===== config.mk =====
export PLATFORM = sky130hd
export DESIGN_NAME = spi_regfile
export DESIGN_NICKNAME = d
export VERILOG_FILES = /design/src/rtl/spi_regfile_pkg.sv /design/src/rtl/spi_sync.sv /design/src/rtl/spi_regfile.sv
export SDC_FILE = /design/constraint.sdc
export NUM_CORES = 1
export LEC_CHECK = 0
export CAP_MARGIN = 0
export CORE_ASPECT_RATIO = 0.8
export CORE_MARGIN = 2
export CORE_UTILIZATION = 57
export CTS_CLUSTER_SIZE = 12
export DETAILED_ROUTE_END_ITERATION = 7
export PLACE_DENSITY = 0.89
export SYNTH_ARGS = -nofsm -noshare
export SYNTH_HDL_FRONTEND = slang
export SYNTH_SLANG_ARGS = --single-unit

===== constraint.sdc =====
create_clock -name clk -period 5.31 [get_ports clk]
set_input_delay 1.062 -clock clk [delete_from_list [all_inputs] [get_ports clk]]
set_output_delay 1.062 -clock clk [all_outputs]
set_load 0.05 [all_outputs]

===== src/rtl/spi_regfile_pkg.sv =====
// spi_regfile_pkg: shared constants and FSM encoding for the SPI register file.
package spi_regfile_pkg;

    localparam int   ADDR_W   = 7;     // address bits in the frame header
    localparam int   HDR_W    = 8;     // R/W bit + address
    localparam logic RW_WRITE = 1'b1;
    localparam logic RW_READ  = 1'b0;

    typedef enum logic [1:0] {
        ST_IDLE    = 2'd0,
        ST_SHIFT   = 2'd1,
        ST_OVERRUN = 2'd2
    } state_t;

endpackage


===== src/rtl/spi_sync.sv =====
// spi_sync: single-bit synchroniser chain of STAGES flops (STAGES >= 2).
// o_tail exposes the last two stages so the caller can detect edges:
// o_tail[1] is the second-to-last stage, o_tail[0] the last stage.
module spi_sync #(
    parameter int STAGES = 2
) (
    input  logic       clk,
    input  logic       rst_n,
    input  logic       i_d,
    output logic [1:0] o_tail
);

    logic [STAGES-1:0] r_sync;

    // Shift the asynchronous input through the chain; bit 0 is the first stage.
    always_ff @(posedge clk or negedge rst_n) begin
        if (!rst_n) r_sync <= '0;
        else        r_sync <= {r_sync[STAGES-2:0], i_d};
    end

    assign o_tail = {r_sync[STAGES-2], r_sync[STAGES-1]};

endmodule


===== src/rtl/spi_regfile.sv =====
// spi_regfile: SPI (mode 0) target exposing NUM_REGS writable registers.
// Frame = R/W bit, 7 address bits, DATA_W data bits, MSB first.
// Optional read-back on cipo is enabled by defining SPI_REGFILE_READBACK_EN;
// without it cipo is tied low and no read datapath exists.
module spi_regfile
    import spi_regfile_pkg::*;
#(
    parameter int NUM_REGS    = 5,
    parameter int DATA_W      = 8,
    parameter int SYNC_STAGES = 2
) (
    input  logic                         clk,
    input  logic                         rst_n,
    input  logic                         ncs,
    input  logic                         sclk,
    input  logic                         copi,
    output logic                         cipo,
    output logic [NUM_REGS*DATA_W-1:0]   regs_out,
    output logic [NUM_REGS-1:0]          wr_strobe,
    output logic                         frame_err
);

    localparam int FRAME_LEN = HDR_W + DATA_W;
    localparam int CNT_W     = $clog2(FRAME_LEN + 1);

    logic [1:0] w_ncs_tail;
    logic [1:0] w_sclk_tail;
    logic [1:0] w_copi_tail;

    spi_sync #(.STAGES(SYNC_STAGES)) u_sync_ncs  (.clk(clk), .rst_n(rst_n), .i_d(ncs),  .o_tail(w_ncs_tail));
    spi_sync #(.STAGES(SYNC_STAGES)) u_sync_sclk (.clk(clk), .rst_n(rst_n), .i_d(sclk), .o_tail(w_sclk_tail));
    spi_sync #(.STAGES(SYNC_STAGES)) u_sync_copi (.clk(clk), .rst_n(rst_n), .i_d(copi), .o_tail(w_copi_tail));

    // copi is sampled from the same stage that reveals the sclk edge, keeping
    // data and clock equally delayed; the last copi stage is not needed.
    logic w_copi;
    logic w_unused_copi;
    assign w_copi        = w_copi_tail[1];
    assign w_unused_copi = w_copi_tail[0];

    logic w_ncs_low;
    logic w_ncs_rise;
    logic w_ncs_fall;
    logic w_sclk_rise;
    logic w_sclk_fall;

    assign w_ncs_low   = ~w_ncs_tail[1];
    assign w_ncs_rise  =  w_ncs_tail[1] & ~w_ncs_tail[0];
    assign w_ncs_fall  = ~w_ncs_tail[1] &  w_ncs_tail[0];
    assign w_sclk_rise =  w_sclk_tail[1] & ~w_sclk_tail[0] & w_ncs_low;
    assign w_sclk_fall = ~w_sclk_tail[1] &  w_sclk_tail[0] & w_ncs_low;

    state_t                           r_state;
    logic [FRAME_LEN-1:0]             r_shift;
    logic [CNT_W-1:0]                 r_cnt;
    logic [NUM_REGS-1:0][DATA_W-1:0]  r_regs;
    logic [NUM_REGS-1:0]              r_wr_strobe;
    logic                             r_frame_err;

    logic              w_frame_full;
    logic              w_rw;
    logic [ADDR_W-1:0] w_addr;
    logic [DATA_W-1:0] w_data;

    assign w_frame_full = (r_cnt == CNT_W'(FRAME_LEN));
    assign w_rw         = r_shift[FRAME_LEN-1];
    assign w_addr       = r_shift[FRAME_LEN-2 -: ADDR_W];
    assign w_data       = r_shift[DATA_W-1:0];

    // Frame FSM: collect bits, commit a complete write on ncs release.
    // ncs rise is checked first, so a same-cycle rise/fall pair acts as a rise.
    always_ff @(posedge clk or negedge rst_n) begin
        if (!rst_n) begin
            r_state     <= ST_IDLE;
            r_shift     <= '0;
            r_cnt       <= '0;
            r_regs      <= '0;
            r_wr_strobe <= '0;
            r_frame_err <= 1'b0;
        end else begin
            r_wr_strobe <= '0;
            if (w_ncs_rise) begin
                r_state <= ST_IDLE;
                if (r_state == ST_SHIFT && w_frame_full) begin
                    r_frame_err <= 1'b0;
                    if (w_rw == RW_WRITE) begin
                        // Out-of-range addresses match no index and are dropped.
                        for (int k = 0; k < NUM_REGS; k++) begin
                            if (w_addr == ADDR_W'(k)) begin
                                r_regs[k]      <= w_data;
                                r_wr_strobe[k] <= 1'b1;
                            end
                        end
                    end
                end else if (r_state != ST_IDLE) begin
                    // Short frame or overrun; a release in IDLE (e.g. after
                    // a mid-frame reset) has no frame to judge.
                    r_frame_err <= 1'b1;
                end
            end else if (w_ncs_fall) begin
                r_state <= ST_SHIFT;
                r_shift <= '0;
                r_cnt   <= '0;
            end else if (w_sclk_rise && r_state == ST_SHIFT) begin
                if (w_frame_full) begin
                    r_state <= ST_OVERRUN;
                end else begin
                    r_shift <= {r_shift[FRAME_LEN-2:0], w_copi};
                    r_cnt   <= r_cnt + CNT_W'(1);
                end
            end
        end
    end

    assign regs_out  = r_regs;
    assign wr_strobe = r_wr_strobe;
    assign frame_err = r_frame_err;

`ifdef SPI_REGFILE_READBACK_EN
    logic              r_cipo;
    logic [DATA_W-1:0] r_rd_shift;
    logic [DATA_W-1:0] w_rd_word;

    // Register selected by the header address; zeros when out of range.
    always_comb begin
        w_rd_word = '0;
        for (int k = 0; k < NUM_REGS; k++) begin
            if (r_shift[ADDR_W-1:0] == ADDR_W'(k)) w_rd_word = r_regs[k];
        end
    end

    // Read path: load after the header of a read frame, shift out on sclk falls.
    always_ff @(posedge clk or negedge rst_n) begin
        if (!rst_n) begin
            r_cipo     <= 1'b0;
            r_rd_shift <= '0;
        end else if (w_ncs_rise || w_ncs_fall) begin
            r_cipo     <= 1'b0;
            r_rd_shift <= '0;
        end else if (w_sclk_fall && r_state == ST_SHIFT) begin
            if (r_cnt == CNT_W'(HDR_W) && r_shift[HDR_W-1] == RW_READ) begin
                r_cipo     <= w_rd_word[DATA_W-1];
                r_rd_shift <= w_rd_word << 1;
            end else begin
                r_cipo     <= r_rd_shift[DATA_W-1];
                r_rd_shift <= r_rd_shift << 1;
            end
        end
    end

    assign cipo = r_cipo;
`else
    assign cipo = 1'b0;
`endif

endmodule


# [After elaboration in Yosys (flattened, before gate mapping)]
# Cells that the tools add are included.
[totals] romBits=0 memories=0 mem_bits_rw=0 input_bits=5 latch_bits=0 reg_bits=74
[op_classes] n_div=0 order_cmp=0 mux=20 shifts=0 bitwise=8 n_addsub=1 n_reduce_logical=16 eq_ne=7 mul=0
[op_table] operator="$mux 16" count=3
[op_table] operator="$mux 5" count=6
[op_table] operator="$reduce_and 4->1" count=5
[op_table] operator="$eq 7x2->1 const B" count=2
[op_table] operator="$mux 2" count=4
[op_table] operator="$eq 7x1->1 const B" count=1
[op_table] operator="$eq 7x3->1 const B" count=1
[op_table] operator="$logic_not 7->1" count=1
[op_table] operator="$mux 1" count=7
[op_table] operator="$reduce_bool 2->1" count=3
[op_table] operator="$reduce_bool 3->1" count=2
[op_table] operator="$add 5x1->5 const B" count=1
[op_table] operator="$eq 5x5->1 const B" count=1
[op_table] operator="$and 1x1->1" count=4
[op_table] operator="$not 1->1" count=4
[op_table] operator="$reduce_and 2->1" count=2
[op_table] operator="$reduce_and 3->1" count=1
[op_table] operator="$eq 2x1->1 const B" count=1
[op_table] operator="$logic_and 1x1->1" count=2
[op_table] operator="$ne 2x2->1 const B" count=1

# [Logic depth before layout (Yosys ltp)]
[depth] ltp_word=7 ltp_mapped=8 mapped_depth_nobuf=6

# [Cells and area by module]
# From an unflattened synthesis, not the netlist that was laid out.
[hier_totals] cells_unflattened=210 hier_area_um2=3045.4
[by_module_without_submodules] mod="spi_regfile" area_per_inst_um2=2895.3 cells_each=204 seq_area_each_um2=1726.7 n_inst=1
[by_module_without_submodules] mod="spi_sync" area_per_inst_um2=50.0 cells_each=2 seq_area_each_um2=50.0 n_inst=3

# [Least setup slack after synthesis]
# No wires, ideal clock.
[synth_timing] path_kind="reg2reg" start="register r_cnt[0]" end="register r_regs, in the netlist regs_out[18]" synth_period_minus_slack_ps=1961 arrival_ps=1833 path_stages_with_launch=7 path_buffers=0 path_slack_ps=3349 cell_sequence="dfrtp_1 inv_1 ha_1 nand4bb_4 nor4b_4 nand4b_4 mux2_1"
[synth_between] elab_chain_len=3
[synth_rtl] element="from (decl)" line="spi_regfile.sv:55" rtl="logic [CNT_W-1:0] r_cnt;"
[synth_rtl] element="from (signal assigned)" line="spi_regfile.sv:109" rtl="r_cnt <= r_cnt + CNT_W'(1);"
[synth_rtl] element="$eq 5x5->1" line="spi_regfile.sv:65" rtl="assign w_frame_full = (r_cnt == CNT_W'(FRAME_LEN));"
[synth_rtl] element="$logic_and 1x1->1" line="spi_regfile.sv:84" rtl="if (r_state == ST_SHIFT && w_frame_full) begin"
[synth_rtl] element="$reduce_and 4->1 (no line)"
[synth_rtl] element="to (signal, indexed assignment)" line="spi_regfile.sv:90" rtl="r_regs[k] <= w_data;"
[synth_rtl] element="to (decl)" line="spi_regfile.sv:56" rtl="logic [NUM_REGS-1:0][DATA_W-1:0] r_regs;"
# Every way passes these cells.
# A chain may end at the register's enable or synchronous reset.

# [Final worst setup path]
[layout_timing] start="register r_regs, in the netlist regs_out[25]" end="output port regs_out[25]"
[layout_rtl] element="to (decl)" line="spi_regfile.sv:18" rtl="output logic [NUM_REGS*DATA_W-1:0] regs_out,"
# No word-level cell between the ends.

==> results <==
- The register area is 1850 um^2.
- Synthesis produced a netlist with a net count of 254.
- The overall fraction of global-route tracks in use is 23.9%.
- After the last flow step, the layout net total stands at 307.
- The number of flops mapped to enable cells by yosys is 0.
- In the synthesized netlist, the cells that appear most often are sky130_fd_sc_hd__dfrtp_1 (74), sky130_fd_sc_hd__mux2_2 (39), sky130_fd_sc_hd__o21ai_0 (22).
- The reported max-cap violation count is 0.
- The overall power consumption is 1.13 mW.
- For this run, asynchronously set or reset flops after synthesis account for 100%.
- The clock passes through at most 2 buffers.
- For this configuration, the core starts out at a cell density of 58.7%.
- The buffer and inverter count on the worst path is 1.
- The final design utilization is 73.3%.
- The worst hold path class is reg2reg.
- On the critical path the largest part of the delay comes from buffers and inverters.
- The routed layout has 2164 vias.
- For the final routed database, the setup TNS stands at 0 ns.
- Walking the worst path, the cells encountered are clkdlybuf4s50_1.
- In the post-synthesis netlist, the cell with the most instances is sky130_fd_sc_hd__dfrtp_1.
- The die is 70.9 um tall.
- The number of antenna violations at the first check in global routing is 0.
- The maximum number of pins on one net before global-route repair is 44.
- The quantity of I/O buffers inserted on ports is 50.
- The setup fix buffers added after clock tree synthesis is 0.
- The row count is 24.
- The largest vdd supply drop is 0.188 mV.
- After detailed placement, the design holds a cell count of 365.
- The critical path capture point type is an output port.
- The area growth from synthesis to layout is 24.8%.
- The worst setup path is of the reg2out kind.
- The run finished with clean final reports.
- The final worst-path cycle share is 49.3%.
- The average vias per placed instance is 5.68.
- The relative slew slack is 34.5%.
- Dividing the synthesized area by the synthesized cell count gives 13.0 um^2.
- The sum of overflow across all layers after global routing is 0.
- The arrival time of data at the critical path endpoint is 1.56 ns.
- The synthesis warning total is 0.
- The minimum clock period is 2.62 ns.
- In the final routed layout, each cell accounts on average for 17.5 um.
- The layout filler cell count is 332.
- Summing every instance area after synthesis gives 3190 um^2.
- For this block, the routed nets add up to 6.68 mm of wire.
- sky130_fd_sc_hd__dfrtp_1 takes more of the synthesized area than any other cell.
- The clock drives 74 sinks.
- The peak clock frequency supported by timing is 382 MHz.
- The count of inserted antenna diode cells is 0.
- The first-pass GRT wire length is 11.1 mm.
- Setup violations remaining at the end of the flow were counted as 0.
- The number of DRC violations after detailed routing is 0.
- The top cell type by area accounts for 58.0% of the synthesized area.
- In the post-synthesis netlist, the biggest area contributors are sky130_fd_sc_hd__dfrtp_1 (58%), sky130_fd_sc_hd__mux2_2 (14%), sky130_fd_sc_hd__a22oi_1 (3.8%), sky130_fd_sc_hd__o21ai_0 (3.4%), sky130_fd_sc_hd__nand2_1 (2.5%).
- For this run, the leading register cell type out of synthesis is sky130_fd_sc_hd__dfrtp_1.
- The largest fanout on the critical path is 2.
- For this run, the detailed router's first-pass iteration total came to 4.
- Detailed placement finished with a half-perimeter wire length of 4.36 mm.
- The largest stage delay on the critical path is 0.83 ns.
- The via count of the first global-routing pass is 2203.
- The die covers 6220 um^2.
- The count of placed standard cells in the final layout, fillers left out is 381.
- The count of nets left with antenna violations once routing finished came out at 0.
- The number of slew-limit violations in the final report came to 0.
- The share of synthesized area occupied by flip-flops and latches is 58.0%.
- TritonCTS built the clock tree.
- Clock tree synthesis selected as its root buffer the cell sky130_fd_sc_hd__clkbuf_8.
- The number of top-level design ports is 52.
- After clock tree synthesis, the flow added hold-fix buffers numbering 0.
- The clock reaches the later pin of the worst-skew pair after 0.34 ns.
- On the final layout, the worst clock skew is 0.00581 ns.
- The analysis attributes to cell leakage a power of 1.84 nW.
- Once the clock tree was built, the resizer swapped 0 gates to a different size.
- At the pin with the least slew margin, the transition time is 0.975 ns.
- The final weighted congestion in routability-driven placement is 0.744.
- The required time at the worst-slack endpoint is 4.25 ns.
- The multi-input combinational cells in the finished layout cover a total of 1250 um^2.
- The x dimension of the die is 87.7 um.
- Counting distinct cell types in the post-synthesis netlist gives 40.
- The clock tree synthesis step divided the H-tree into 3 levels.
- Among all stages on the critical path, the largest delay is contributed by sky130_fd_sc_hd__clkdlybuf4s50_1.
- Power spread over the standard cell area amounts to 284 nW/um^2.
- The count of mapped cells out of synthesis is 245.
- After floorplanning, the core was sized to cover 5440 um^2.
- The startpoint type of the worst setup path is a register.
- The total clock buffers created by CTS is 9.
- Setup repair after global routing left no endpoint under its margin.
- The count of final hold-check violations is 0.
- Clock-pin slew was measured on the worst setup and hold paths at 0.07 ns.
- The layout cell share with drive strength beyond 1 is 23.8%.
- The number of design-rule violations left by the first detailed-router iteration is 179.
- Synthesis inferred 74 register bits.
cell usage in the layout, fill, tap and decap left out, types with 2 or more instances in the layout:
master	n
sky130_fd_sc_hd__a22oi_1	16
sky130_fd_sc_hd__and4bb_2	2
sky130_fd_sc_hd__buf_4	3
sky130_fd_sc_hd__bufinv_16	2
sky130_fd_sc_hd__clkbuf_8	12
sky130_fd_sc_hd__clkdlybuf4s50_1	49
sky130_fd_sc_hd__dfrtp_1	74
sky130_fd_sc_hd__ha_1	4
sky130_fd_sc_hd__inv_1	7
sky130_fd_sc_hd__mux2_1	2
sky130_fd_sc_hd__mux2_2	39
sky130_fd_sc_hd__mux2i_1	2
sky130_fd_sc_hd__nand2_1	21
sky130_fd_sc_hd__nand3_1	6
sky130_fd_sc_hd__nand4b_4	2
sky130_fd_sc_hd__nor2_1	11
sky130_fd_sc_hd__nor3_1	3
sky130_fd_sc_hd__nor4bb_1	3
sky130_fd_sc_hd__o21ai_0	22
path summary, 6_finish.rpt:
check	from	end	slack [ns]	cells after the start
max	regs_out[25]	regs_out[25]	2.69	1
min	u_sync_ncs.r_sync[0]	u_sync_ncs.r_sync[1]	0.47	0
max reg2reg	r_cnt[1]	r_shift[9]	2.90	6
min reg2reg	u_sync_ncs.r_sync[0]	u_sync_ncs.r_sync[1]	0.47	0
max in group asynchronous	rst_n	regs_out[26]	3.55	2
min in group asynchronous	rst_n	regs_out[35]	0.76	1
kinds of logic (layout without fill, tap and decap cells):
logic type      after synthesis  in the layout  synth area share [%]
compound gates               43             43                  8.35
simple gates                 62             62                  14.1
mux                          43             43                  15.1
fa+ha+maj                     4              4                  1.57
flops                        74             74                  58.0
buf+inv                      18             76                  2.74
other cells                   1              1                 0.117
metal layers:
metal  wire, um  track usage [%]  vias to the layer above
met5          0                0                        -
met3        432             7.47                       12
met2       3390             37.2                       83
li1           -                -                      989
met4        110             7.52                        0
met1       2750             32.5                     1080
sequential cells by signal (all words and copies together) (netlist names):
| name | flops |
|---|---|
| frame_err | 1 |
| r_cnt | 5 |
| r_shift | 16 |
| r_state | 2 |
| regs_out | 40 |
| u_sync_copi.r_sync | 1 |
| u_sync_ncs.r_sync | 2 |
| u_sync_sclk.r_sync | 2 |
| wr_strobe | 5 |
stage by stage:
step | hold WS (ns) | cell area (um^2) | setup slack, ns
6_report | 0.468 | 3990 | 2.69
3_5_place_dp | 0.461 | 3750 | 3.02
3_3_place_gp | 0.448 | 3750 | 3.08
5_1_grt | 0.493 | 3990 | 2.64
4_1_cts | 0.476 | 3990 | 2.69
2_1_floorplan | 0.418 | 3190 | 3.35
power by group:
part / switching (mW) / internal (mW)
logic: 0.0357 / 0.0162
clock network: 0.195 / 0.302
registers: 0.0131 / 0.571
final cells by class:
type | count | share of cell area, %
well taps | 78 | 2.45
repair buffers | 53 | 13.0
clock inverters | 4 | 1.82
flip-flops and latches | 74 | 46.5
clock buffers | 12 | 4.14
multi-input cells | 153 | 31.5
inverters | 7 | 0.659
No activity file was read; power rests on OpenSTA's default activity.
